`src/rtl/param_sync_ram.sv`:
```
`timescale 1ns/1ps
// -----------------------------------------------------------------------------
// param_sync_ram
// Parametrised single-clock RAM with independent read and write ports, a
// per-bit write mask, write-first forwarding on same-address collisions, an
// optional output register stage and a sequential clear engine that zeroes
// every word one address per cycle.
//
// Ports:
//   clk          clock, all state changes on the rising edge
//   rst          asynchronous active-high reset (memory contents untouched)
//   rd_en        read request
//   rd_addr      read address (addresses >= DEPTH return zero)
//   rd_data      read result, holds its last value while rd_valid is low
//   rd_valid     one-cycle pulse per accepted read
//   wr_en        write request
//   wr_addr      write address (addresses >= DEPTH are ignored)
//   wr_data      write data
//   wr_mask      per-bit write enable, 1 = update that bit
//   clear_start  request a full-memory clear
//   busy         high while the clear engine runs
// -----------------------------------------------------------------------------
module param_sync_ram #(
  parameter int DATA_WIDTH = 16,
  parameter int DEPTH      = 32,
  parameter int ADDR_WIDTH = $clog2(DEPTH),
  parameter bit OUT_REG    = 1'b0
) (
  input  logic                  clk,
  input  logic                  rst,
  input  logic                  rd_en,
  input  logic [ADDR_WIDTH-1:0] rd_addr,
  output logic [DATA_WIDTH-1:0] rd_data,
  output logic                  rd_valid,
  input  logic                  wr_en,
  input  logic [ADDR_WIDTH-1:0] wr_addr,
  input  logic [DATA_WIDTH-1:0] wr_data,
  input  logic [DATA_WIDTH-1:0] wr_mask,
  input  logic                  clear_start,
  output logic                  busy
);

  typedef enum logic [0:0] {
    ST_IDLE  = 1'b0,
    ST_CLEAR = 1'b1
  } state_t;

  // One extra bit so DEPTH itself is representable when DEPTH is a power of two.
  localparam logic [ADDR_WIDTH:0]   DEPTH_EXT = (ADDR_WIDTH+1)'(DEPTH);
  localparam logic [ADDR_WIDTH-1:0] LAST_ADDR = ADDR_WIDTH'(DEPTH-1);

  function automatic logic [DATA_WIDTH-1:0] merge_word(
    input logic [DATA_WIDTH-1:0] old_word,
    input logic [DATA_WIDTH-1:0] new_word,
    input logic [DATA_WIDTH-1:0] mask
  );
    return (old_word & ~mask) | (new_word & mask);
  endfunction

  logic [DATA_WIDTH-1:0] mem_r [DEPTH];

  state_t                state_r;
  state_t                state_next_s;
  logic [ADDR_WIDTH-1:0] clr_cnt_r;
  logic [ADDR_WIDTH-1:0] clr_cnt_next_s;
  logic                  busy_r;
  logic                  busy_next_s;

  logic                  wr_in_range_s;
  logic                  rd_in_range_s;
  logic [ADDR_WIDTH-1:0] wr_idx_s;
  logic [ADDR_WIDTH-1:0] rd_idx_s;
  logic                  wr_fire_s;
  logic                  rd_fire_s;
  logic                  collide_s;
  logic [DATA_WIDTH-1:0] merged_s;
  logic [DATA_WIDTH-1:0] rd_word_s;

  logic [DATA_WIDTH-1:0] rd_data_r;
  logic                  rd_valid_r;

  assign wr_in_range_s = ({1'b0, wr_addr} < DEPTH_EXT);
  assign rd_in_range_s = ({1'b0, rd_addr} < DEPTH_EXT);

  // Port qualification, masked merge and write-first read selection.
  always_comb begin
    wr_idx_s  = {ADDR_WIDTH{1'b0}};
    rd_idx_s  = {ADDR_WIDTH{1'b0}};
    rd_word_s = {DATA_WIDTH{1'b0}};
    // Out-of-range addresses are steered to word 0 so the array is never
    // indexed past its end; the range flags decide whether the access counts.
    if (wr_in_range_s) begin
      wr_idx_s = wr_addr;
    end else begin
      wr_idx_s = {ADDR_WIDTH{1'b0}};
    end
    if (rd_in_range_s) begin
      rd_idx_s = rd_addr;
    end else begin
      rd_idx_s = {ADDR_WIDTH{1'b0}};
    end
    merged_s  = merge_word(mem_r[wr_idx_s], wr_data, wr_mask);
    wr_fire_s = (state_r == ST_IDLE) && wr_en && wr_in_range_s;
    rd_fire_s = (state_r == ST_IDLE) && rd_en;
    collide_s = wr_fire_s && (wr_addr == rd_addr);
    if (!rd_in_range_s) begin
      rd_word_s = {DATA_WIDTH{1'b0}};
    end else if (collide_s) begin
      rd_word_s = merged_s;
    end else begin
      rd_word_s = mem_r[rd_idx_s];
    end
  end

  // Storage array: the clear engine owns the write port while it runs;
  // contents are deliberately not reset.
  always_ff @(posedge clk) begin
    if (state_r == ST_CLEAR) begin
      mem_r[clr_cnt_r] <= {DATA_WIDTH{1'b0}};
    end else if (wr_fire_s) begin
      mem_r[wr_idx_s] <= merged_s;
    end
  end

  // Clear engine next-state: sweep 0..DEPTH-1 once, then return to idle.
  always_comb begin
    state_next_s   = state_r;
    clr_cnt_next_s = clr_cnt_r;
    case (state_r)
      ST_IDLE: begin
        if (clear_start) begin
          state_next_s   = ST_CLEAR;
          clr_cnt_next_s = {ADDR_WIDTH{1'b0}};
        end else begin
          state_next_s   = ST_IDLE;
          clr_cnt_next_s = clr_cnt_r;
        end
      end
      ST_CLEAR: begin
        if (clr_cnt_r == LAST_ADDR) begin
          state_next_s   = ST_IDLE;
          clr_cnt_next_s = {ADDR_WIDTH{1'b0}};
        end else begin
          state_next_s   = ST_CLEAR;
          clr_cnt_next_s = clr_cnt_r + ADDR_WIDTH'(1'b1);
        end
      end
      default: begin
        state_next_s   = ST_IDLE;
        clr_cnt_next_s = {ADDR_WIDTH{1'b0}};
      end
    endcase
    busy_next_s = (state_next_s == ST_CLEAR);
  end

  // Clear engine state, counter and registered busy flag.
  always_ff @(posedge clk or posedge rst) begin
    if (rst) begin
      state_r   <= ST_IDLE;
      clr_cnt_r <= {ADDR_WIDTH{1'b0}};
      busy_r    <= 1'b0;
    end else begin
      state_r   <= state_next_s;
      clr_cnt_r <= clr_cnt_next_s;
      busy_r    <= busy_next_s;
    end
  end

  generate
    if (OUT_REG) begin : g_out_reg
      logic [DATA_WIDTH-1:0] stage_data_r;
      logic                  stage_valid_r;

      // Two-stage read path; the middle stage keeps draining during a clear
      // so reads accepted before it still complete with pre-clear data.
      always_ff @(posedge clk or posedge rst) begin
        if (rst) begin
          stage_data_r  <= {DATA_WIDTH{1'b0}};
          stage_valid_r <= 1'b0;
          rd_data_r     <= {DATA_WIDTH{1'b0}};
          rd_valid_r    <= 1'b0;
        end else begin
          stage_valid_r <= rd_fire_s;
          if (rd_fire_s) begin
            stage_data_r <= rd_word_s;
          end
          rd_valid_r <= stage_valid_r;
          if (stage_valid_r) begin
            rd_data_r <= stage_data_r;
          end
        end
      end
    end else begin : g_no_out_reg
      // Single-stage read path; rd_data only moves on an accepted read.
      always_ff @(posedge clk or posedge rst) begin
        if (rst) begin
          rd_data_r  <= {DATA_WIDTH{1'b0}};
          rd_valid_r <= 1'b0;
        end else begin
          rd_valid_r <= rd_fire_s;
          if (rd_fire_s) begin
            rd_data_r <= rd_word_s;
          end
        end
      end
    end
  endgenerate

  assign rd_data  = rd_data_r;
  assign rd_valid = rd_valid_r;
  assign busy     = busy_r;

endmodule

```
`config.mk`:
```
export PLATFORM = sky130hd
export DESIGN_NAME = param_sync_ram
export DESIGN_NICKNAME = d
export VERILOG_FILES = /design/src/rtl/param_sync_ram.sv
export SDC_FILE = /design/constraint.sdc
export NUM_CORES = 1
export LEC_CHECK = 0
export ABC_AREA = 1
export ABC_CLOCK_PERIOD_IN_PS = 3080
export BUFFER_PORTS_ARGS = -buffer_cell sky130_fd_sc_hd__buf_2
export CORE_ASPECT_RATIO = 0.9
export CORE_MARGIN = 2
export CORE_UTILIZATION = 47
export CTS_CLUSTER_DIAMETER = 200
export CTS_CLUSTER_SIZE = 16
export DETAILED_ROUTE_END_ITERATION = 6
export PLACE_DENSITY_LB_ADDON = 0.2
export SETUP_SLACK_MARGIN = 0.2
export SLEW_MARGIN = 25
export SYNTH_ARGS = -nofsm -noshare
export SYNTH_HDL_FRONTEND = slang
export SYNTH_SLANG_ARGS = --single-unit
```
`constraint.sdc`:
```
create_clock -name clk -period 3.08 [get_ports clk]
set_clock_uncertainty 0.2 [all_clocks]
set_input_delay 0.616 -clock clk [delete_from_list [all_inputs] [get_ports clk]]
set_output_delay 0.616 -clock clk [all_outputs]
set_load 0.02 [all_outputs]
```
==> metrics <==
initial antenna violation count=1; status=complete, no violations; final max-slew violation count=0; Synth Cell Area=28900 sq um; worst path required time=3.14 ns; Internal=0.0129 W; crit-path most repeated cell=nand2_4; Worst R2R End=mem_r[23][9]; area delta synth->final=12.0%; worst-margin pin slew=0.805 ns; # Max-Cap Violations=0; CP delay by family, top=simple AND/OR/NAND/NOR gates; final cell count without fillers=4367; DR iter-0 viols=3692; H-tree depth=2; Pleak=14.4 nW; clk_lat worst skew=0.58 ns; routed wire length=98000 um; Starting Density=0.473; CTS clk-pin slew, worst paths=0.08 ns; Hold Slack=0.192 ns; largest cells by area after synthesis=edfxtp_1, nand3_1, nand2_1; DRT antenna net count=0; dpl hpwl=59800 um; Die X-Extent=265 um; largest net degree at the start of global routing=106; TritonCTS clock tree=built; sw power=0.00631 W; PwrDens=593 nW/um^2; register area share after synthesis=0.553; gr usage total=0.308; Synth Area per Inst=8.21 sq um; R2R Setup Slk=0.36 ns; Inserted Diodes=0; Nets=3601; vias per inst=5.74; Worst Setup End Kind=flop; Mapped Nets=3563; port bufs=64; clk sinks=535; first-pass GRT wire length=146000 um; GP Congestion=0.915; DR vias=25074; RR Startpoint=busy; synthesized flop and latch total=535; commonest non-fill, non-tap cell in the layout=nand2_1; Synth warnings=0; Hold Crit Start=clear_start; cell count after synthesis=3514; post-cts resize count=0; top achievable clock speed=367 MHz; DRC=0; setup TNS=0 ns; Flop pwr share=0.487; # rows=86; CP cell instances=inv_2 -> nand2_4 -> nand2_4 -> a21oi_1 -> nand2_1 -> nor2_2 -> buf_4; Slew headroom=0.458; wire per inst=22.4 um; # fillers=5599; critical path type=reg2reg; gr ovfl total=0; post-synth top area cell=edfxtp_1; die height=239 um; Num CTS Buffers=39; commonest non-fill, non-tap cells in the layout=nand2_1, nand3_1, edfxtp_1; Yosys cell types=35; crit start category=flop; Setup-failing EPs final=0; die area=63400 sq um; worst path buffer plus inverter count=2; worst hold path cell count=3; Combinational Power Share=0.251; Placeable Area=61000 sq um; final hold vios=0; hold path endpoint=busy; Tcrit/Tclk final=0.884; placed cell count=4302; # IOs=65; Arrival @ worst endpoint=2.78 ns; top-area cell type share of the netlist area=0.533; crit path time final=2.72 ns; Max Root-Sink Buffers=3; Slowest-stage cell, CP=dfrtp_1; Root Driver=clkbuf_16; CP Max Fanout=15; Peak VDD IR=412 uV; share of cells above drive strength 1=0.0968; vias in the first global route=22809; RSZ-0062 raised after global routing=no; 1st-pass router iterations=6; worst reg-to-reg path cell count=7; power share of the clock group=0.262; Switching Fraction=0.329; Hold Crit Class=in2reg; slowest cell delay on critical path=0.61 ns
==> power groups by stage <==
stage               sequential (W)  combinational [W]  clock, W
floorplan                  0.00954            0.00257         0
global placement           0.00948            0.00467         0
detailed placement         0.00949            0.00471         0
CTS                        0.00933            0.00473   0.00508
global route               0.00942            0.00516   0.00530
finish                     0.00934            0.00481   0.00503
==> layout make-up <==
class / instances / area, sq um / area share
repair buffers: 220 / 2220 / 0.0688
clock inverters: 1 / 11.3 / 0.000348
clock buffers: 63 / 1110 / 0.0343
inverters: 510 / 1930 / 0.0599
multi-input cells: 2246 / 10100 / 0.312
well taps: 792 / 991 / 0.0307
flip-flops and latches: 535 / 16000 / 0.494
==> synthesized netlist by cell type (all sizes together) <==
cell type / instances
clkinv: 3
o22ai: 2
inv: 507
edfxtp: 512
ha: 2
a21oi: 43
o211ai: 26
a22o: 1
nand3: 874
nand2: 1120
dfrtp: 23
nor2: 105
o21ai: 59
or2: 4
a31oi: 7
buf: 127
xor2: 1
nor3: 1
xnor2: 1
clkbuf: 96
==> state kept, by name (all words and copies together), names as in the netlist <==
register,count
rd_valid,1
rd_data,16
busy,1
mem_r,512
clr_cnt_r,5
==> repair_timing <==
action / 4_1_cts / 5_1_grt
buffers inserted: 0 / 0
endpoints found under the hold margin: 23 / 0
setup endpoints to repair: 0 / 0
hold buffers: 1 / 0
==> worst register-to-register path, delay by kind of cell, from the launching register on <==
family / cells / cell delay (ns)
flip-flops: 1 / 0.61
AND/OR/NAND/NOR: 4 / 0.95
buffers and inverters: 2 / 0.45
AO/OA/AOI/OAI: 1 / 0.18
==> worst max path at each step <==
stage / start / endpoint / slack (ns) / depth (start not counted)
4_1_cts: busy / mem_r[23][7] / 0.44 / 7
2_1_floorplan: wr_addr[0] / mem_r[0][14] / 0.37 / 11
6_report: busy / mem_r[23][9] / 0.36 / 7
5_1_grt: busy / rd_data[7] / 0.22 / 12
3_5_place_dp: wr_addr[0] / mem_r[0][9] / 0.21 / 9
3_3_place_gp: wr_addr[0] / mem_r[16][14] / 0.26 / 9
==> cell families after synthesis <==
kind of cell             after synthesis  synth area share
AO/OA/AOI/OAI                        138            0.0278
XOR/XNOR                               2          0.000607
adder cells (fa/ha/maj)                2          0.000867
buffers and inverters                733             0.102
flip-flops                           535             0.553
AND/OR/NAND/NOR                     2104             0.316
==> per-layer routing <==
metal	GRT usage	routed length, um	part of all wire
met1	0.445	40800	0.42
met2	0.459	41800	0.43
met3	0.0566	11300	0.11
met4	0.123	4120	0.042
met5	0	13	0.00013
==> per-stage QoR <==
step / util / setup slack, ns / area [sq um] / total power [W]
2_1_floorplan: - / 0.368 / 28900 / 0.0121
3_3_place_gp: 0.511 / 0.256 / 31200 / 0.0142
3_5_place_dp: 0.511 / 0.208 / 31200 / 0.0142
4_1_cts: 0.530 / 0.443 / 32300 / 0.0191
5_1_grt: 0.530 / 0.215 / 32300 / 0.0199
6_report: 0.530 / 0.358 / 32300 / 0.0192
No activity file was read; power rests on OpenSTA's default activity.
